[src/rtl/bcd_to_bin_seq_if.sv]
// -----------------------------------------------------------------------------
// bcd_to_bin_seq_if
// Handshake/data bundle for the sequential BCD-to-binary converter.
//
// Signals:
//   start  master->slave  request a conversion (sampled while busy=0)
//   bcd    master->slave  packed BCD word, digit NDIGITS-1 most significant
//   busy   slave->master  conversion in progress
//   done   slave->master  one-cycle pulse, result valid from this cycle on
//   bin    slave->master  binary result, held until the next accepted start
//   ovf    slave->master  result exceeded BINW bits (sticky per conversion)
//   err    slave->master  invalid digit (>9) seen (only with digit checking)
//
// Modports: master (requester / testbench side), slave (converter side).
// -----------------------------------------------------------------------------
interface bcd_to_bin_seq_if #(
  parameter int NDIGITS = 4,
  parameter int BINW    = 14
);
  logic                   start;
  logic [NDIGITS*4-1:0]   bcd;
  logic                   busy;
  logic                   done;
  logic [BINW-1:0]        bin;
  logic                   ovf;
  logic                   err;

  modport master (
    output start, bcd,
    input  busy, done, bin, ovf, err
  );

  modport slave (
    input  start, bcd,
    output busy, done, bin, ovf, err
  );
endinterface

[src/rtl/bcd_to_bin_seq.sv]
// -----------------------------------------------------------------------------
// bcd_to_bin_seq
// Sequential BCD-to-binary converter. Consumes one BCD digit per clock,
// most-significant digit first, accumulating acc = acc*10 + digit.
//
// Ports:
//   clk   in   single clock, rising edge
//   rst   in   synchronous, active-high reset
//   bus   slave modport of bcd_to_bin_seq_if (start/bcd in;
//              busy/done/bin/ovf/err out)
//
// Parameters:
//   NDIGITS  number of BCD digits in the input word (>= 1)
//   BINW     binary result width; 2^BINW > 10^NDIGITS-1 for lossless results,
//            smaller widths wrap modulo 2^BINW and raise ovf
//
// Optional feature (compile-time macro BCD_TO_BIN_DIGIT_CHECK_EN):
//   defined   -> any digit > 9 seen during a conversion sets err (sticky
//                until the next accepted start); the digit is still
//                accumulated with its raw value
//   undefined -> err is tied low and no digit comparator is built
// -----------------------------------------------------------------------------
module bcd_to_bin_seq #(
  parameter int NDIGITS = 4,
  parameter int BINW    = 14
) (
  input  logic             clk,
  input  logic             rst,
  bcd_to_bin_seq_if.slave  bus
);

  localparam int BCDW = NDIGITS * 4;
  // Product acc*10 + 15 always fits in BINW+4 bits, so the top nibble is
  // exactly the overflow indicator.
  localparam int TW   = BINW + 4;
  localparam int CW   = (NDIGITS > 1) ? $clog2(NDIGITS) : 1;
  localparam logic [CW-1:0] LAST_CNT = CW'(NDIGITS - 1);

  typedef enum logic [1:0] {
    S_IDLE,
    S_CONV,
    S_DONE
  } state_t;

  state_t            state_q;
  logic [BCDW-1:0]   sr_q;
  logic [CW-1:0]     cnt_q;
  logic [BINW-1:0]   bin_q;
  logic              ovf_q;
  logic              busy_q;
  logic              done_q;

  logic [3:0]        digit_d;
  logic [TW-1:0]     acc_d;

  // Current digit is always the top nibble; the register shifts left each step.
  assign digit_d = sr_q[BCDW-1 -: 4];

  // acc*10 as (acc<<3) + (acc<<1), widened before shifting so no bits are lost.
  assign acc_d = ({4'b0000, bin_q} << 3) + ({4'b0000, bin_q} << 1) + TW'(digit_d);

`ifdef BCD_TO_BIN_DIGIT_CHECK_EN
  logic err_q;
`endif

  // NOTE: all state is updated with non-blocking assignments so every register
  // samples the pre-edge values of its neighbours, independent of statement order.
  always_ff @(posedge clk) begin
    if (rst) begin
      state_q <= S_IDLE;
      sr_q    <= '0;
      cnt_q   <= '0;
      bin_q   <= '0;
      ovf_q   <= 1'b0;
      busy_q  <= 1'b0;
      done_q  <= 1'b0;
`ifdef BCD_TO_BIN_DIGIT_CHECK_EN
      err_q   <= 1'b0;
`endif
    end else begin
      unique case (state_q)
        S_IDLE, S_DONE: begin
          // DONE behaves like IDLE for acceptance, giving back-to-back starts.
          done_q <= 1'b0;
          if (bus.start) begin
            sr_q    <= bus.bcd;
            cnt_q   <= '0;
            bin_q   <= '0;
            ovf_q   <= 1'b0;
`ifdef BCD_TO_BIN_DIGIT_CHECK_EN
            err_q   <= 1'b0;
`endif
            busy_q  <= 1'b1;
            state_q <= S_CONV;
          end else begin
            busy_q  <= 1'b0;
            state_q <= S_IDLE;
          end
        end

        S_CONV: begin
          // start is ignored here: no queuing of requests.
          bin_q <= acc_d[BINW-1:0];
          if (acc_d[TW-1:BINW] != 4'b0000) begin
            ovf_q <= 1'b1;
          end
`ifdef BCD_TO_BIN_DIGIT_CHECK_EN
          if (digit_d > 4'd9) begin
            err_q <= 1'b1;
          end
`endif
          sr_q  <= sr_q << 4;
          cnt_q <= cnt_q + CW'(1);
          if (cnt_q == LAST_CNT) begin
            busy_q  <= 1'b0;
            done_q  <= 1'b1;
            state_q <= S_DONE;
          end
        end

        default: begin
          busy_q  <= 1'b0;
          done_q  <= 1'b0;
          state_q <= S_IDLE;
        end
      endcase
    end
  end

  assign bus.busy = busy_q;
  assign bus.done = done_q;
  assign bus.bin  = bin_q;
  assign bus.ovf  = ovf_q;
`ifdef BCD_TO_BIN_DIGIT_CHECK_EN
  assign bus.err  = err_q;
`else
  assign bus.err  = 1'b0;
`endif

endmodule

[src/flat_wrapper.sv]
// flat-port wrapper written by rule: the top's interface ports become plain ports
module bcd_to_bin_seq_flat 
#(
  parameter int NDIGITS = 4,
  parameter int BINW    = 14
)
  (clk, rst, bus_start, bus_bcd, bus_busy, bus_done, bus_bin, bus_ovf, bus_err);
  bcd_to_bin_seq_if #(.NDIGITS(NDIGITS), .BINW(BINW)) bus_i ();
  input  logic clk;
  input  logic rst;
  input wire logic [$bits(bus_i.start)-1:0] bus_start;
  input wire logic [$bits(bus_i.bcd)-1:0] bus_bcd;
  output wire logic [$bits(bus_i.busy)-1:0] bus_busy;
  output wire logic [$bits(bus_i.done)-1:0] bus_done;
  output wire logic [$bits(bus_i.bin)-1:0] bus_bin;
  output wire logic [$bits(bus_i.ovf)-1:0] bus_ovf;
  output wire logic [$bits(bus_i.err)-1:0] bus_err;
  assign bus_i.start = bus_start;
  assign bus_i.bcd = bus_bcd;
  assign bus_busy = bus_i.busy;
  assign bus_done = bus_i.done;
  assign bus_bin = bus_i.bin;
  assign bus_ovf = bus_i.ovf;
  assign bus_err = bus_i.err;
  bcd_to_bin_seq #(.NDIGITS(NDIGITS), .BINW(BINW)) u_core (.clk(clk), .rst(rst), .bus(bus_i));
endmodule
[config.mk]
export PLATFORM = sky130hd
export DESIGN_NAME = bcd_to_bin_seq_flat
export DESIGN_NICKNAME = d
export VERILOG_FILES = /design/src/rtl/bcd_to_bin_seq_if.sv /design/src/rtl/bcd_to_bin_seq.sv /design/src/flat_wrapper.sv
export SDC_FILE = /design/constraint.sdc
export NUM_CORES = 1
export LEC_CHECK = 0
export CORE_MARGIN = 3
export CORE_UTILIZATION = 57
export CTS_CLUSTER_SIZE = 30
export DETAILED_ROUTE_END_ITERATION = 8
export PLACE_DENSITY = 0.9
export SLEW_MARGIN = 20
export SYNTH_ARGS = -nofsm -noshare
export SYNTH_HDL_FRONTEND = slang
export SYNTH_SLANG_ARGS = --single-unit
[constraint.sdc]
create_clock -name clk -period 7.5 [get_ports clk]
set_input_delay 0.75 -clock clk [delete_from_list [all_inputs] [get_ports clk]]
set_output_delay 0.75 -clock clk [all_outputs]
set_load 0.005 [all_outputs]
==> out/qor.yml, run 1 <==
status: "finished, final reports clean"
layout.nets: 334
initial_core_util_pct: 60.3
yosysUniqueCellTypes: 44
wl_um: 5100
max_stage_delay_ps: 530
vias_per_cell: 5.96
grt.total_usage_pct: 23.1
relSlewSlack_pct: 30.0
root_buffer: "clkbuf_8"
synthMostInstantiatedCell: "nor2_1"
core-area_mm2: 0.00374
post-dp-hpwl_um: 3710
vias: 1991
hold_path_class: "register to register"
ys_async_sr_fraction_pct: 0
clockBufferDepth: 2
yosysWarnings: 0
drc: 0
synth_flop_cell: "dfxtp_1"
clk_latency_ps: 290
syn_area_per_cell_um2: 8.86
fin_ws_ps: 4410
synth_seq_cells: 36
fillers: 300
cts_tree: "done"
syn2layout_area_growth_pct: 20.3
yosysTopAreaCell: "dfxtp_1"
cp_cell_sequence: "inv_1 > fa_1 > inv_1 > fa_1 > a21o_2 > a221o_1 > a211oi_2 > mux2i_1 > o2111ai_1 > o31a_1"
synth_area_mm2: 0.00226
diodes: 0
fp-row-count: 22
synth_nets: 304
p_per_area_mw_per_mm2: 155
grt_pass1_wl_um: 8180
fmax_mhz: 324
critPathRequiredTime_ps: 7680
post-cts-setup-buffers: 0
period_needed_ps: 3090
worst-setup-path-type: "register to register"
drive_gt1_share_pct: 6.29
cts_buffers: 5
synth_edf_count: 0
cpMaxStageDelayCell: "fa_1"
die_area_mm2: 0.00475
rsz0062_at_grt: "false"
cts_max_level: 2
port_buffers: 35
fin_crit_sh_pct: 41.1
synth_top_area_share_pct: 31.9
total_power_w: 0.000422
slew_viol_final: 0
cts.sinks: 36
finalWeightedCongestion: 0.926
setup_viol: 0
die_h_um: 68.9
ys_seq_area_share_pct: 31.9
first_iter_violations: 175
peakVddDrop_v: 0.000114
antenna_found_initial: 0
regArea_um2: 721
synthCells: 255
drtAntennaViolNets: 0
synthTopCellsByCount: "nor2_1, dfxtp_1, ha_1"
start_kind: "register"
tightest_slew_ps: 1050
grt_pass1_vias: 1852
multiInputGateArea_mm2: 0.00144
avgRoutedWirePerCell_um: 15.3
critPathCaptureType: "register"
arrival_ps: 3270
cts_resized: 0
clock_skew_ps: 5.46
path_clk_slew_ps: 70
die_w_um: 68.9
overflow: 0
fin_util_pct: 72.6
fin_setup_tns_ps: 0
timing_hold_violations_final: 0
path_max_fanout: 4
cellLeakagePower_nw: 1.22
dr.pass1.iters: 4
maxCapViolations: 0
grt_max_degree: 38
synth_area_leaders: "dfxtp_1, ha_1, nor2_1"
io-pin-count: 37
postCtsHoldBufs: 0
pre_cts_ws_ps: 4430
[metrics by stage]
step	std cells	instance area, um2	hold WS (ps)
3_3_place_gp	326	2620	481
5_1_grt	334	2720	525
2_1_floorplan	255	2260	466
3_5_place_dp	326	2620	485
6_report	334	2720	499
4_1_cts	334	2720	499
[critical path: cells and delay by family (launching register included)]
kind,cells,cell delay [ps]
AO/OA/AOI/OAI,5,1200
adder cells (fa/ha/maj),2,1010
buffers and inverters,2,160
flip-flops,1,390
multiplexers,1,220
[cell usage in the layout, fill, tap and decap left out, types with 8 or more instances in the layout]
cell type and instances:
a21oi_1 11, nor2_1 43, a211oi_1 13, dfxtp_1 36, ha_1 28, a22oi_1 16, nand2_1 11, mux2i_1 13
clkdlybuf4s50_1 35, inv_1 8
[final timing paths]
path,startpoint,endpoint,slack [ps],cells after the start
worst max-delay path,u_core.bus.bin[0],u_core.bus.ovf,4410,10
worst min-delay path,u_core.bus.done,u_core.bus.done,500,2
worst max register to register,u_core.bus.bin[0],u_core.bus.ovf,4410,10
worst min register to register,u_core.bus.done,u_core.bus.done,500,2
[sequential cells by signal, indices dropped and copies added (netlist names)]
register	count
u_core.bus.done	1
u_core.bus.ovf	1
u_core.cnt_q	2
u_core.state_q	2
u_core.bus.bin	14
u_core.sr_q	16
[kinds of logic (layout without fill, tap and decap cells)]
logic type | Yosys count | count (layout) | share of synthesized area (%)
other cells | 1 | 1 | 0.166
xor+xnor | 7 | 7 | 2.71
flops | 36 | 36 | 31.9
compound gates | 73 | 73 | 23.9
mux | 13 | 13 | 5.76
buf+inv | 23 | 54 | 4.43
fa+ha+maj | 30 | 30 | 17.3
simple gates | 72 | 72 | 13.8
[area by class of cell]
type                            count  area share (%)
Clock inverter                      1           0.276
Sequential cell                    36            26.5
Multi-Input combinational cell    196            53.0
Clock buffer                        7            3.18
Timing Repair Buffer               38            13.7
Tap cell                           48            2.21
Inverter                            8            1.10
[routing by layer]
| metal | wire length (um) | up-vias | GRT usage [%] | part of all wire (%) |
|---|---|---|---|---|
| met4 | 86 | 0 | 8.27 | 1.7 |
| met5 | 0 | - | 0 | 0 |
| li1 | - | 985 | - | - |
| met1 | 2290 | 931 | 28.4 | 45 |
| met2 | 2430 | 64 | 39.6 | 48 |
| met3 | 286 | 11 | 4.86 | 5.6 |
[report_power, final]
part           leakage [nW]  switching [W]  internal (W)
Clock                0.0445      0.0000711     0.0000746
Sequential            0.294     0.00000702      0.000202
Combinational         0.883      0.0000359     0.0000321
No activity file was read; power rests on OpenSTA's default activity.
==> run 2: changes to the inputs <==
--- a/config.mk
+++ b/config.mk
@@ -6,10 +6,10 @@
 export NUM_CORES = 1
 export LEC_CHECK = 0
 export CORE_MARGIN = 3
-export CORE_UTILIZATION = 57
+export CORE_UTILIZATION = 48
 export CTS_CLUSTER_SIZE = 30
 export DETAILED_ROUTE_END_ITERATION = 8
-export PLACE_DENSITY = 0.9
+export PLACE_DENSITY = 0.82
 export SLEW_MARGIN = 20
 export SYNTH_ARGS = -nofsm -noshare
 export SYNTH_HDL_FRONTEND = slang
==> constraint.sdc (replaced) <==
create_clock -name clk -period 2.7 [get_ports clk]
set_input_delay 0.27 -clock clk [delete_from_list [all_inputs] [get_ports clk]]
set_output_delay 0.27 -clock clk [all_outputs]
set_load 0.005 [all_outputs]
==> run 2 against run 1 <==
The run now ends with negative setup slack left. Wire length increased by 5.6%. Maximum frequency is 5.4% higher. Combinational power rose to 2.9 times the previous value. Sequential power grew to 2.8 times the previous value. Clock power grew to 3.3 times the previous value. Cell area rose by 5.2%. Setup slack worse by 4600 ps. Highest routed layer unchanged.
==> out/qor.yml, run 2 (same netlist as run 1, synthesis figures left out) <==
cpMaxStageDelayCell: "fa_1"
fmax_mhz: 341  # +5.4%
postCtsHoldBufs: 0  # unchanged
antenna_found_initial: 0  # unchanged
port_buffers: 35  # unchanged
io-pin-count: 37  # unchanged
max_stage_delay_ps: 540  # about the same
layout_commonest_cell: "nor2_1"
relSlewSlack_pct: 29.7  # -0.36 points
violations: "negative setup slack"
post-dp-hpwl_um: 3830  # +3.4%
root_buffer: "clkbuf_8"
p_per_area_mw_per_mm2: 440  # +180%
fin_util_pct: 64.3  # -8.3 points
drtAntennaViolNets: 0  # unchanged
r2r-start: "u_core.bus.bin[2]"
critPathCaptureType: "register"
critPathRequiredTime_ps: 2900  # -4780 ps
crit_family: "compound AO/OA/AOI/OAI gates"
fin_ws_ps: -228  # -4640 ps
cts.sinks: 36  # unchanged
first_iter_violations: 127  # -27%
maxCapViolations: 0  # unchanged
clk_latency_ps: 300  # about the same
overflow: 0  # unchanged
worst_path_most_repeated_cell: "inv_2"
tightest_slew_ps: 1050  # +5.35 ps
period_needed_ps: 2930  # -157 ps
avgRoutedWirePerCell_um: 15.4  # +0.76%
design_area_mm2: 0.00286  # +5.2%
clock_skew_ps: 10.8  # +5.33 ps
path_max_fanout: 3  # -1
layout.nets: 346  # +3.6%
hp-start: "u_core.sr_q[8]"
timing_hold_violations_final: 0  # unchanged
fin_setup_tns_ps: -236  # -236 ps
dpl_cell_area_mm2: 0.00271  # +3.2%
vias: 2027  # +1.8%
path_clk_slew_ps: 80  # about the same
largest_register_ffs: 16  # unchanged
finalWeightedCongestion: 0.818  # -12%
status: "finished with violations"
peakVddDrop_v: 0.000345  # +200%
rsz0062_at_grt: "true"
die_h_um: 74.6  # +8.2%
grt_pass1_wl_um: 8650  # +5.6%
arrival_ps: 3130  # -140 ps
slew_viol_final: 0  # unchanged
setup_viol: 2  # +2
wl_um: 5380  # +5.6%
worst-setup-path-type: "register to register"
fin_crit_sh_pct: 108  # +67 points
initial_core_util_pct: 50.8  # -9.5 points
dr.pass1.iters: 4  # unchanged
grt.total_usage_pct: 19.9  # -3.2 points
cp_cell_sequence: "inv_2 > fa_1 > inv_2 > fa_2 > a21o_2 > a221o_1 > a211oi_2 > mux2i_1 > o2111ai_1 > o31a_1"
cts_max_level: 2  # unchanged
clockBufferDepth: 2  # unchanged
cp_num_buf_inv: 2  # unchanged
vias_per_cell: 5.79  # -2.8%
drc: 0  # unchanged
diodes: 0  # unchanged
core-area_mm2: 0.00444  # +19%
grt_max_degree: 37  # -2.6%
cts_tree: "done"
start_kind: "register"
cts_buffers: 5  # unchanged
largest-register: "u_core.sr_q"
die_w_um: 74.6  # +8.2%
whs_ps: 502  # +3.70 ps
hold_path_class: "register to register"
grt_pass1_vias: 2031  # +9.7%
layout_common_cells: "nor2_1, clkdlybuf4s50_1, dfxtp_1"
die_area_mm2: 0.00556  # +17%
startpoint: "u_core.bus.bin[2]"
drive_gt1_share_pct: 12.8  # +6.5 points
syn2layout_area_growth_pct: 26.6
cellLeakagePower_nw: 1.29  # +5.7%
fp-row-count: 24  # +9.1%
[run 2: stage by stage]
stage          setup WS (ps)  total power, W  instances
2_1_floorplan          -32.2        0.000710        255
3_3_place_gp           -31.9        0.000777        340
3_5_place_dp            -131        0.000786        340
4_1_cts                -70.9         0.00126        349
5_1_grt                 -367         0.00131        350
6_report                -228         0.00126        350
[run 2: worst min-delay path, cell delays in order (launching register included)]
cell	delay, ps
dfxtp_1	320
nor2_1	100
a211oi_1	50
[run 2: path summary, 6_finish.rpt]
path	slack, ps	depth (start not counted)	end
worst min register to register	500	2	u_core.sr_q[12]
worst min-delay path	500	2	u_core.sr_q[12]
worst max-delay path	-230	10	u_core.bus.ovf
worst max register to register	-230	10	u_core.bus.ovf
[run 2: cell type report]
type,instances,area (um2)
Multi-Input combinational cell,196,1470
Fill cell,393,1590
Sequential cell,36,726
Clock buffer,6,72.6
Tap cell,52,65.1
Inverter,8,30.0
Clock inverter,2,35.0
Timing Repair Buffer,50,463
[run 2: power by group]
part / internal (W) / switching (W) / total, W
clock: 0.000274 / 0.000209 / 0.000483
sequential: 0.000559 / 0.0000176 / 0.000577
combinational: 0.0000974 / 0.000100 / 0.000198
total: 0.000931 / 0.000327 / 0.00126
[run 2: per-layer routing]
| metal | part of all wire [%] | GRT usage (%) | vias up |
|---|---|---|---|
| met5 | 0 | 0 | - |
| met4 | 1.1 | 6.32 | 0 |
| met3 | 5.5 | 5.14 | 8 |
| met2 | 50 | 35.5 | 57 |
| met1 | 43 | 23.2 | 952 |
| li1 | - | - | 1010 |
[run 2: repair_timing]
action	in CTS	in global routing
setup buffers	1	1
gates resized for setup	0	4
cloned	0	0
pin swaps	2	9
setup endpoints to repair	3	5
